$ cat src/rtl/pipe_pkg.sv
// Shared definitions for the elastic pipeline register chain.
package pipe_pkg;

  // Width needed to hold an occupancy value in 0..depth.
  function automatic int unsigned cnt_w_f(input int unsigned depth);
    return $clog2(depth + 1);
  endfunction

  localparam logic PIPE_RST_DATA = '0;

endpackage

$ cat src/rtl/pipe_stage.sv
// One valid+data slot of the chain; loads from upstream when the chain accepts into it.
module pipe_stage
  import pipe_pkg::*;
#(
  parameter int unsigned WIDTH = 32
) (
  input  logic             clk,
  input  logic             rst,
  input  logic             clr,
  input  logic             acc,
  input  logic             up_valid,
  input  logic [WIDTH-1:0] up_data,
  output logic             valid,
  output logic [WIDTH-1:0] data
);

  typedef struct packed {
    logic             valid;
    logic [WIDTH-1:0] data;
  } pipe_item_t;

  pipe_item_t item_q;
  pipe_item_t item_d;

  // Flush drops the valid bit only; payload registers keep their contents.
  always_comb begin
    item_d = item_q;
    if (clr) begin
      item_d.valid = 1'b0;
    end else if (acc) begin
      item_d.valid = up_valid;
      if (up_valid) begin
        item_d.data = up_data;
      end
    end
  end

  always_ff @(posedge clk or negedge rst) begin
    if (!rst) begin
      item_q <= '{valid: 1'b0, data: {WIDTH{PIPE_RST_DATA}}};
    end else begin
      item_q <= item_d;
    end
  end

  assign valid = item_q.valid;
  assign data  = item_q.data;

endmodule

$ cat src/rtl/pipe_reg_chain.sv
// Elastic pipeline register: DEPTH stages with valid/ready handshake, bubble collapsing and flush.
module pipe_reg_chain
  import pipe_pkg::*;
#(
  parameter int unsigned WIDTH = 32,
  parameter int unsigned DEPTH = 2,
  parameter int unsigned CNT_W = cnt_w_f(DEPTH)
) (
  input  logic             clk,
  input  logic             rst,
  input  logic             en,
  input  logic             flush,
  input  logic             in_valid,
  input  logic [WIDTH-1:0] in_data,
  output logic             in_ready,
  output logic             out_valid,
  output logic [WIDTH-1:0] out_data,
  input  logic             out_ready,
  output logic [CNT_W-1:0] count
);

  logic             act_c;
  logic [DEPTH-1:0] valid_c;
  logic [DEPTH-1:0] acc_c;
  logic [DEPTH-1:0] pop_c;
  logic [DEPTH-1:0] up_valid_c;
  logic [WIDTH-1:0] data_c    [DEPTH];
  logic [WIDTH-1:0] up_data_c [DEPTH];
  logic             push_c;
  logic             drain_c;
  logic [CNT_W-1:0] count_q;
  logic [CNT_W-1:0] count_d;

  assign act_c = en & ~flush;

  // Ready ripples from the output back to the input within the same cycle.
  always_comb begin
    acc_c = '0;
    pop_c = '0;
    pop_c[DEPTH-1] = act_c & valid_c[DEPTH-1] & out_ready;
    acc_c[DEPTH-1] = act_c & (~valid_c[DEPTH-1] | pop_c[DEPTH-1]);
    for (int i = int'(DEPTH) - 2; i >= 0; i--) begin
      pop_c[i] = valid_c[i] & acc_c[i+1];
      acc_c[i] = act_c & (~valid_c[i] | pop_c[i]);
    end
  end

  for (genvar g = 0; g < DEPTH; g++) begin : g_stage
    if (g == 0) begin : g_head
      assign up_valid_c[g] = in_valid;
      assign up_data_c[g]  = in_data;
    end else begin : g_body
      assign up_valid_c[g] = valid_c[g-1];
      assign up_data_c[g]  = data_c[g-1];
    end

    pipe_stage #(
      .WIDTH(WIDTH)
    ) u_stage (
      .clk     (clk),
      .rst     (rst),
      .clr     (flush),
      .acc     (acc_c[g]),
      .up_valid(up_valid_c[g]),
      .up_data (up_data_c[g]),
      .valid   (valid_c[g]),
      .data    (data_c[g])
    );
  end

  // Occupancy moves only on an input accept or an output pop.
  assign push_c  = in_valid & acc_c[0];
  assign drain_c = pop_c[DEPTH-1];

  always_comb begin
    count_d = count_q;
    if (flush) begin
      count_d = '0;
    end else if (push_c && !drain_c) begin
      count_d = count_q + CNT_W'(1);
    end else if (!push_c && drain_c) begin
      count_d = count_q - CNT_W'(1);
    end
  end

  always_ff @(posedge clk or negedge rst) begin
    if (!rst) begin
      count_q <= '0;
    end else begin
      count_q <= count_d;
    end
  end

  assign in_ready  = acc_c[0];
  assign out_valid = valid_c[DEPTH-1] & act_c;
  assign out_data  = data_c[DEPTH-1];
  assign count     = count_q;

endmodule

$ cat config.mk
export PLATFORM = sky130hd
export DESIGN_NAME = pipe_reg_chain
export DESIGN_NICKNAME = d
export VERILOG_FILES = /design/src/rtl/pipe_pkg.sv /design/src/rtl/pipe_stage.sv /design/src/rtl/pipe_reg_chain.sv
export SDC_FILE = /design/constraint.sdc
export NUM_CORES = 1
export LEC_CHECK = 0
export BUFFER_PORTS_ARGS = -buffer_cell sky130_fd_sc_hd__buf_4
export CAP_MARGIN = 5
export CORE_MARGIN = 1.5
export CORE_UTILIZATION = 45
export CTS_CLUSTER_SIZE = 28
export DETAILED_ROUTE_END_ITERATION = 7
export GPL_ROUTABILITY_DRIVEN = 0
export GPL_TIMING_DRIVEN = 0
export HOLD_SLACK_MARGIN = 0.12
export PLACE_DENSITY_LB_ADDON = 0.15
export SLEW_MARGIN = 20
export SYNTH_ARGS = -nofsm -noshare
export SYNTH_HDL_FRONTEND = slang
export SYNTH_SLANG_ARGS = --single-unit
$ cat constraint.sdc
create_clock -name clk -period 2.06 [get_ports clk]
set_clock_uncertainty 0.05 [all_clocks]
set_input_delay 0.206 -clock clk [delete_from_list [all_inputs] [get_ports clk]]
set_output_delay 0.206 -clock clk [all_outputs]
set_load 0.1 [all_outputs]
* Word level (Yosys, flattened, before mapping)
Cells that the tools add are included.
** Word-level totals
- Flip-flop bits (word level) :: 68
- Input bits :: 38
** Operators by class
- Add/sub/neg operators :: 2
- Mux-type cells :: 9
- Bitwise operators :: 12
- Reduce and logical (&&, ||, !) cells :: 9
** Operators with widths (count)
- $mux 33 :: 2
- $mux 32 :: 2
- $and 1x1->1 :: 7
- $mux 2 :: 3
- $reduce_and 3->1 :: 2
- $reduce_bool 2->1 :: 2
- $not 1->1 :: 3
- $reduce_bool 3->1 :: 1
- $add 2x1->2 const B :: 1
- $logic_and 1x1->1 :: 2
- $logic_not 1->1 :: 2
- $mux 1 :: 2
- $or 1x1->1 :: 2
- $sub 2x1->2 const B :: 1

* Logic depth before layout (Yosys ltp)
Gate-level depths: netlist of the first run.
- Depth after elaboration :: 15
- Depth in mapped cells :: 5
- Mapped depth without buffers :: 3

* Modules after synthesis
Synthesis of the first run repeated with hierarchy kept, for this count alone.
** Second synthesis, totals
- Cell total of the unflattened synthesis :: 165
- Area, all modules :: 2917.8 um^2
** By module, submodules not included
- pipe_stage :: times used 2, cells an instance 71, area each 1366.3 um^2, seq. area each 825.8 um^2
- pipe_reg_chain :: times used 1, cells an instance 23, area each 185.2 um^2, seq. area each 50.0 um^2

* Worst setup path after synthesis of the first run
No wires, ideal clock.
- Path kind :: register -> output
- From :: reg g_stage[1].u_stage.item_q, in the netlist g_stage[1].u_stage.valid
- To :: out in_ready
- Arrival time :: 2.782 ns
- Slack :: -0.978 ns
- Cell stages (with the launch flop) :: 3
- Path buffers :: 0
- Path through :: dfrtp_1 -> and2b_1 -> a21boi_0
** On the way
- Cells in the longest elaborated chain, start to end :: 7
- Elaborated cells on any way between the ends :: 8
- Those cells by class :: bitwise: 8
** RTL lines
- start: declaration :: RTL line pipe_stage.sv:22 : pipe_item_t item_q;
- start signal: assignment :: RTL line pipe_stage.sv:40 : item_q <= '{valid: 1'b0, data: {WIDTH{PIPE_RST_DATA}}};
- start signal: assignment :: RTL line pipe_stage.sv:42 : item_q <= item_d;
- $and 1x1->1 (2 in series) :: RTL line pipe_reg_chain.sv:40 : pop_c[DEPTH-1] = act_c & valid_c[DEPTH-1] & out_ready;
- $or 1x1->1 * :: RTL line pipe_reg_chain.sv:41 : acc_c[DEPTH-1] = act_c & (~valid_c[DEPTH-1] | pop_c[DEPTH-1]);
- $and 1x1->1 * :: RTL line pipe_reg_chain.sv:41
- $and 1x1->1 * :: RTL line pipe_reg_chain.sv:43 : pop_c[i] = valid_c[i] & acc_c[i+1];
- $or 1x1->1 * :: RTL line pipe_reg_chain.sv:44 : acc_c[i] = act_c & (~valid_c[i] | pop_c[i]);
- $and 1x1->1 * :: RTL line pipe_reg_chain.sv:44
- end: declaration :: RTL line pipe_reg_chain.sv:15 : output logic in_ready,
Every way passes the cells marked *; elsewhere a longest branch is shown, timed or not.

* Worst setup path in the final report of the first run
- From :: in flush
- To :: out in_ready
** On the way
- Cells in the longest elaborated chain, start to end :: 9
** RTL lines
- start: declaration :: RTL line pipe_reg_chain.sv:12 : input logic flush,
- $not 1->1 (no source line) *
- $and 1x1->1 * :: RTL line pipe_reg_chain.sv:34 : assign act_c = en & ~flush;
- $and 1x1->1 (2 in series) :: RTL line pipe_reg_chain.sv:40
- $or 1x1->1 :: RTL line pipe_reg_chain.sv:41
- $and 1x1->1 :: RTL line pipe_reg_chain.sv:41
- $and 1x1->1 :: RTL line pipe_reg_chain.sv:43
- $or 1x1->1 :: RTL line pipe_reg_chain.sv:44
- $and 1x1->1 * :: RTL line pipe_reg_chain.sv:44
Marked as above.

==> impl_metrics.ini, run 1 <==
[setup_path]
critPathCaptureType = output port
crit_fanout = 8
crit_type = input port to output port
r2r_cells = 4
critical_path_arrival_ns = 1.55
path_common_cell = buf_4
cpPeakStageDelay_ns = 0.53
required_ns = 1.80
crit_path_start_kind = input port
cp_cell_sequence = dlygate4sd3_1 -> buf_4 -> nor2b_1 -> a21boi_2 -> buf_4
critPathSlowestCell = dlygate4sd3_1

[timing]
finalHoldViolations = 0
finalSetupTns_ns = 0
rsz0062_at_grt = no
setup_violations = 0
fin_ws_ns = 0.2561
fmax_mhz = 554.3
timing.final.crit_period_ns = 1.804
worstMarginPinSlew_ns = 0.8309
relSlewSlack_pct = 44.60
period_share_pct = 87.57
finalMaxSlewViolations = 0

[global_route]
grt_usage_pct = 16.44
antenna_found_initial = 0
grt_pass1_wl_mm = 9.183
grt_max_degree = 69
grt_overflow_total = 0
grt_pass1_vias = 1958

[finish]
nNetsFinal = 353
antenna_cells = 0
final_cell_mix = 108 x buf_4, 68 x dfrtp_1, 35 x dlygate4sd3_1
fillers = 508
finalNonFillerCells = 397
post-route-util_pct = 65.36
area_growth_pct = 38.88
drive_gt1_share_pct = 60.00
multi_input_area_sq_um = 996.0
regArea_sq_um = 1702
final_common_cell = buf_4

[min_path]
hold_depth = 3
hold_class = input port to register

[clock_network]
cts_max_path_buffers = 2
cts_buffers = 9
cts_root_buffer = clkbuf_8
cts_tree = yes
cts_resized = 0
ctsHoldBuffers = 35
htreeDepth = 3
path_clk_slew_ns = 0.07
postCtsSetupBuffers = 0
cts_sinks = 68
clk_latency_ns = 0.33

[synth]
synth_fp_nets = 234
synth_xor_area_share_pct = 0
synth-seq-area-share_pct = 56.62
synthMuxAreaShare_pct = 28.48
postSynthCellCount = 196
synth_compound_area_share_pct = 1.873
yosys_warnings = 0
avgSynthCellArea_sq_um = 15.33
syn-cell-area_sq_um = 3005
synth-seq-cells = 68
synthAdderAreaFrac_pct = 0
synthSimpleGateAreaFrac_pct = 2.664
ys_types = 23
synth_top_family_by_area = multiplexers

[placed_design]
dp_slack_ns = 0.3524
dp_cells = 346
io_buffers = 73
hpwl_mm = 3.487

[detailed_routing]
vias = 1832
firstDrtPassIters = 3
drcViolationCount = 0
antenna_left = 0
vias_per_cell = 4.615
drt_iter0_markers = 32
wl_per_cell_um = 13.84
wirelength_mm = 5.496

[die]
coreArea_sq_um = 6386
start_util_pct = 47.06
die_w_um = 84.72
die-area_sq_um = 7177
die_h_um = 84.72
ios = 74
rows = 29

[pwr]
ir_worst_vdd_mv = 0.8952
p_total_mw = 6.002
p_leak_nw = 2.011
powerDensity_nw_per_um2 = 1438

[job]
cap_violations = 0

[run_status]
status = completed
[registers in the layout, indices dropped and copies added (netlist names)]
name,flops
g_stage.u_stage.valid,2
g_stage.u_stage.data,64
count,2
[path summary, 6_finish.rpt]
kind / start / to / slack [ns]
setup / recovery: flush / in_ready / 0.26
hold / removal: en / g_stage[1].u_stage.valid$_DFFE_PN0P_ / 0.15
setup reg to reg: g_stage[1].u_stage.valid$_DFFE_PN0P_ / g_stage[0].u_stage.data[12]$_DFFE_PN0P_ / 0.37
hold reg to reg: g_stage[0].u_stage.data[3]$_DFFE_PN0P_ / g_stage[0].u_stage.data[3]$_DFFE_PN0P_ / 0.44
max in group asynchronous: rst / g_stage[0].u_stage.data[12]$_DFFE_PN0P_ / 0.95
min in group asynchronous: rst / g_stage[1].u_stage.data[18]$_DFFE_PN0P_ / 0.47
[synthesized netlist by cell type]
library cell / number / share of area, %
dfrtp_1: 68 / 57
buf_4: 35 / 8.7
mux2_2: 34 / 13
mux2_4: 30 / 15
buf_6: 4 / 1.5
nor2_1: 3 / 0.37
nor2b_1: 3 / 0.62
mux2_1: 2 / 0.75
nand2_1: 2 / 0.25
nand3b_1: 2 / 0.50
a21boi_0: 1 / 0.25
a21oi_1: 1 / 0.17
a21oi_2: 1 / 0.29
a22oi_1: 1 / 0.25
and2_1: 1 / 0.21
and2b_1: 1 / 0.25
and3b_1: 1 / 0.29
inv_1: 1 / 0.12
nand3_1: 1 / 0.17
o21a_1: 1 / 0.25
o21ai_0: 1 / 0.17
o22ai_1: 1 / 0.21
o32ai_1: 1 / 0.29
[worst max-delay path: cells and delay by family]
family          cells  cell delay (ns)
simple gates        1             0.17
compound gates      1             0.18
buf+inv             3             0.98
[power breakdown]
group	internal (mW)	switching, mW
Combinational	1.05	2.10
Sequential	1.69	0.205
Clock	0.466	0.481
[layer usage]
layer | vias up | global-route usage, % | wire, um
li1 | 881 | - | -
met1 | 898 | 20.89 | 2442
met2 | 47 | 25.90 | 2688
met3 | 6 | 5.900 | 304
met4 | 0 | 6.158 | 61
met5 | - | 0 | 0
[metrics by stage]
| step | hold slack (ns) | cell area, sq um |
|---|---|---|
| after CTS | 0.1381 | 4174 |
| final | 0.1477 | 4174 |
| after detailed placement | 0.3204 | 3654 |
| after global placement | 0.3203 | 3654 |
| after global routing | 0.1745 | 4174 |
| after floorplan | -0.1396 | 3009 |
[cell type report]
type,count,share of cell area (%)
buffer,39,7.374
clock buffer,12,3.477
clock inverter,4,0.5995
inverter,1,0.08993
multi-input combinational,88,23.86
sequential,68,40.77
tap,77,2.308
timing repair buffer,108,21.52
[logic make-up after synthesis]
family | count (synthesis)
flops | 68
buf+inv | 40
compound gates | 8
simple gates | 14
mux | 66
Note: power is estimated with default switching activity, not from simulation.
==> run 2: changes to the inputs <==
- clock period: 2.06 -> 1.5 ns (I/O delays scaled with it)
==> run 2 against run 1 <==
  * The run now ends with negative setup slack left
  * Sequential share of layout area decreased by 3.2 points
  * Global-route usage about the same
  * Clock power increased by 26%
  * Via count increased by 5.9%
  * Final area increased by 8.6%
  * Critical path type is now register to register
  * Critical endpoint is now g_stage[1].u_stage.data[10]$_DFFE_PN0P_
  * Highest routed layer unchanged
==> impl_metrics.ini, run 2 (same netlist as run 1, synthesis figures left out) <==
[detailed_routing]
drt_iter0_markers = 32
drcViolationCount = 0
wl_per_cell_um = 15.10
wirelength_mm = 6.145
antenna_left = 0
vias = 1941
vias_per_cell = 4.769
firstDrtPassIters = 4

[setup_path]
critical_path_arrival_ns = 1.79
critPathCaptureType = register
crit_type = register to register
critPathSlowestCell = dfrtp_1
crit_fanout = 10
crit_path_start_kind = register
crit_buf_inv = 2
critPathLaunch = g_stage[1].u_stage.valid$_DFFE_PN0P_
required_ns = 1.66
cp_top_family = simple AND/OR/NAND/NOR gates
rr_startpoint = g_stage[1].u_stage.valid$_DFFE_PN0P_
cpPeakStageDelay_ns = 0.38
cp_cell_sequence = and2b_2 -> and3b_1 -> buf_6 -> buf_12 -> mux2_4

[global_route]
grt_usage_pct = 16.44
grt_pass1_vias = 1930
grt_pass1_wl_mm = 9.211
grt_overflow_total = 0
grt_max_degree = 69
antenna_found_initial = 0

[clock_network]
cts_root_buffer = clkbuf_8
cts_max_path_buffers = 2
path_clk_slew_ns = 0.07
cts_tree = yes
clk_latency_ns = 0.32
htreeDepth = 3
cts_sinks = 68
cts_buffers = 9

[timing]
worstMarginPinSlew_ns = 0.8378
finalHoldViolations = 0
fmax_mhz = 613.3
finalMaxSlewViolations = 0
setup_violations = 54
relSlewSlack_pct = 44.15
fin_ws_ns = -0.1306
period_share_pct = 108.7
timing.final.crit_period_ns = 1.631
rsz0062_at_grt = yes

[finish]
final_cell_mix = 107 x buf_4, 67 x dfrtp_1, 63 x mux2_4
area_growth_pct = 50.79
largest_reg_flops = 64
nNetsFinal = 366
final_common_cell = buf_4
drive_gt1_share_pct = 62.42
antenna_cells = 0
multi_input_area_sq_um = 1136
final_cell_area_sq_um = 4532
regArea_sq_um = 1703
fillers = 450

[placed_design]
hpwl_mm = 3.442
io_buffers = 73
dpl_cell_area_sq_um = 3666

[die]
ios = 74
coreArea_sq_um = 6386
start_util_pct = 47.06
die_h_um = 84.72
rows = 29
die-area_sq_um = 7177
die_w_um = 84.72

[job]
cap_violations = 0

[pwr]
ir_worst_vdd_mv = 1.647
powerDensity_nw_per_um2 = 1839
p_leak_nw = 2.219
p_total_mw = 8.335

[min_path]
min_from = flush
hold_class = input port to register

[run_status]
violations = negative setup slack
status = finished, violations left
[run 2: cell count changes in the layout (fill, tap and decap cells not counted), sizes merged]
cell	before	now
buf	112	121
dlygate4sd3	35	37
clkinvlp	2	1
[run 2: where the power goes]
part / leakage [nW] / total, mW / switching [mW] / internal [mW]
logic: 1.32 / 4.52 / 2.94 / 1.59
clock network: 0.0739 / 1.19 / 0.625 / 0.567
registers: 0.825 / 2.62 / 0.297 / 2.33
total: 2.22 / 8.33 / 3.86 / 4.48
[run 2: area by class of cell]
class | count | area share (%)
plain buffers | 38 | 7.648
clock buffers | 10 | 2.816
clock inverters | 3 | 0.3865
inverters | 1 | 0.08283
multi-input cells | 88 | 25.07
flip-flops and latches | 68 | 37.58
well taps | 77 | 2.126
repair buffers | 122 | 24.30
[run 2: worst register-to-register path, stage by stage, from the launching register on]
cell and delay, ns:
dfrtp_1 0.38, and2b_2 0.24, and3b_1 0.23, buf_6 0.16, buf_12 0.16, mux2_4 0.31
[run 2: final timing paths]
| path | to | slack, ns | cells past startpoint |
|---|---|---|---|
| max | g_stage[1].u_stage.data[10]$_DFFE_PN0P_ | -0.13 | 5 |
| min in group asynchronous | g_stage[0].u_stage.data[18]$_DFFE_PN0P_ | 0.43 | 2 |
| max in group asynchronous | count[0]$_DFFE_PN0P_ | 0.38 | 2 |
| max reg2reg | g_stage[1].u_stage.data[10]$_DFFE_PN0P_ | -0.13 | 5 |
| min reg2reg | g_stage[1].u_stage.data[5]$_DFFE_PN0P_ | 0.45 | 1 |
| min | count[0]$_DFFE_PN0P_ | 0.17 | 3 |
[run 2: per-layer routing]
metal	part of all wire [%]	global-route usage (%)	wire length (um)
met1	45	21.42	2773
met3	4.3	4.523	266
met4	0.75	3.959	46
met5	0	0	0
met2	50	27.42	3059
[run 2: what timing repair did]
item | in CTS | in global routing
pin swaps | 2 | 0
resized for setup | 16 | 42
cloned | 2 | 2
setup endpoints to repair | 63 | 66
hold endpoints to repair | 102 | 0
buffers inserted | 5 | 4
hold buffers | 37 | 0
[run 2: metrics by stage]
step,instances,setup WS (ns),utilization [%],setup TNS [ns],hold WS (ns)
5_1_grt,407,-0.1786,70.96,-7.130,0.1629
3_3_place_gp,346,-0.1895,57.41,-9.486,0.2686
3_5_place_dp,346,-0.2214,57.41,-10.93,0.2698
6_report,407,-0.1306,70.96,-4.279,0.1701
2_1_floorplan,196,-0.1485,-,-2.037,-0.1956
4_1_cts,403,-0.1199,67.97,-4.901,0.1544
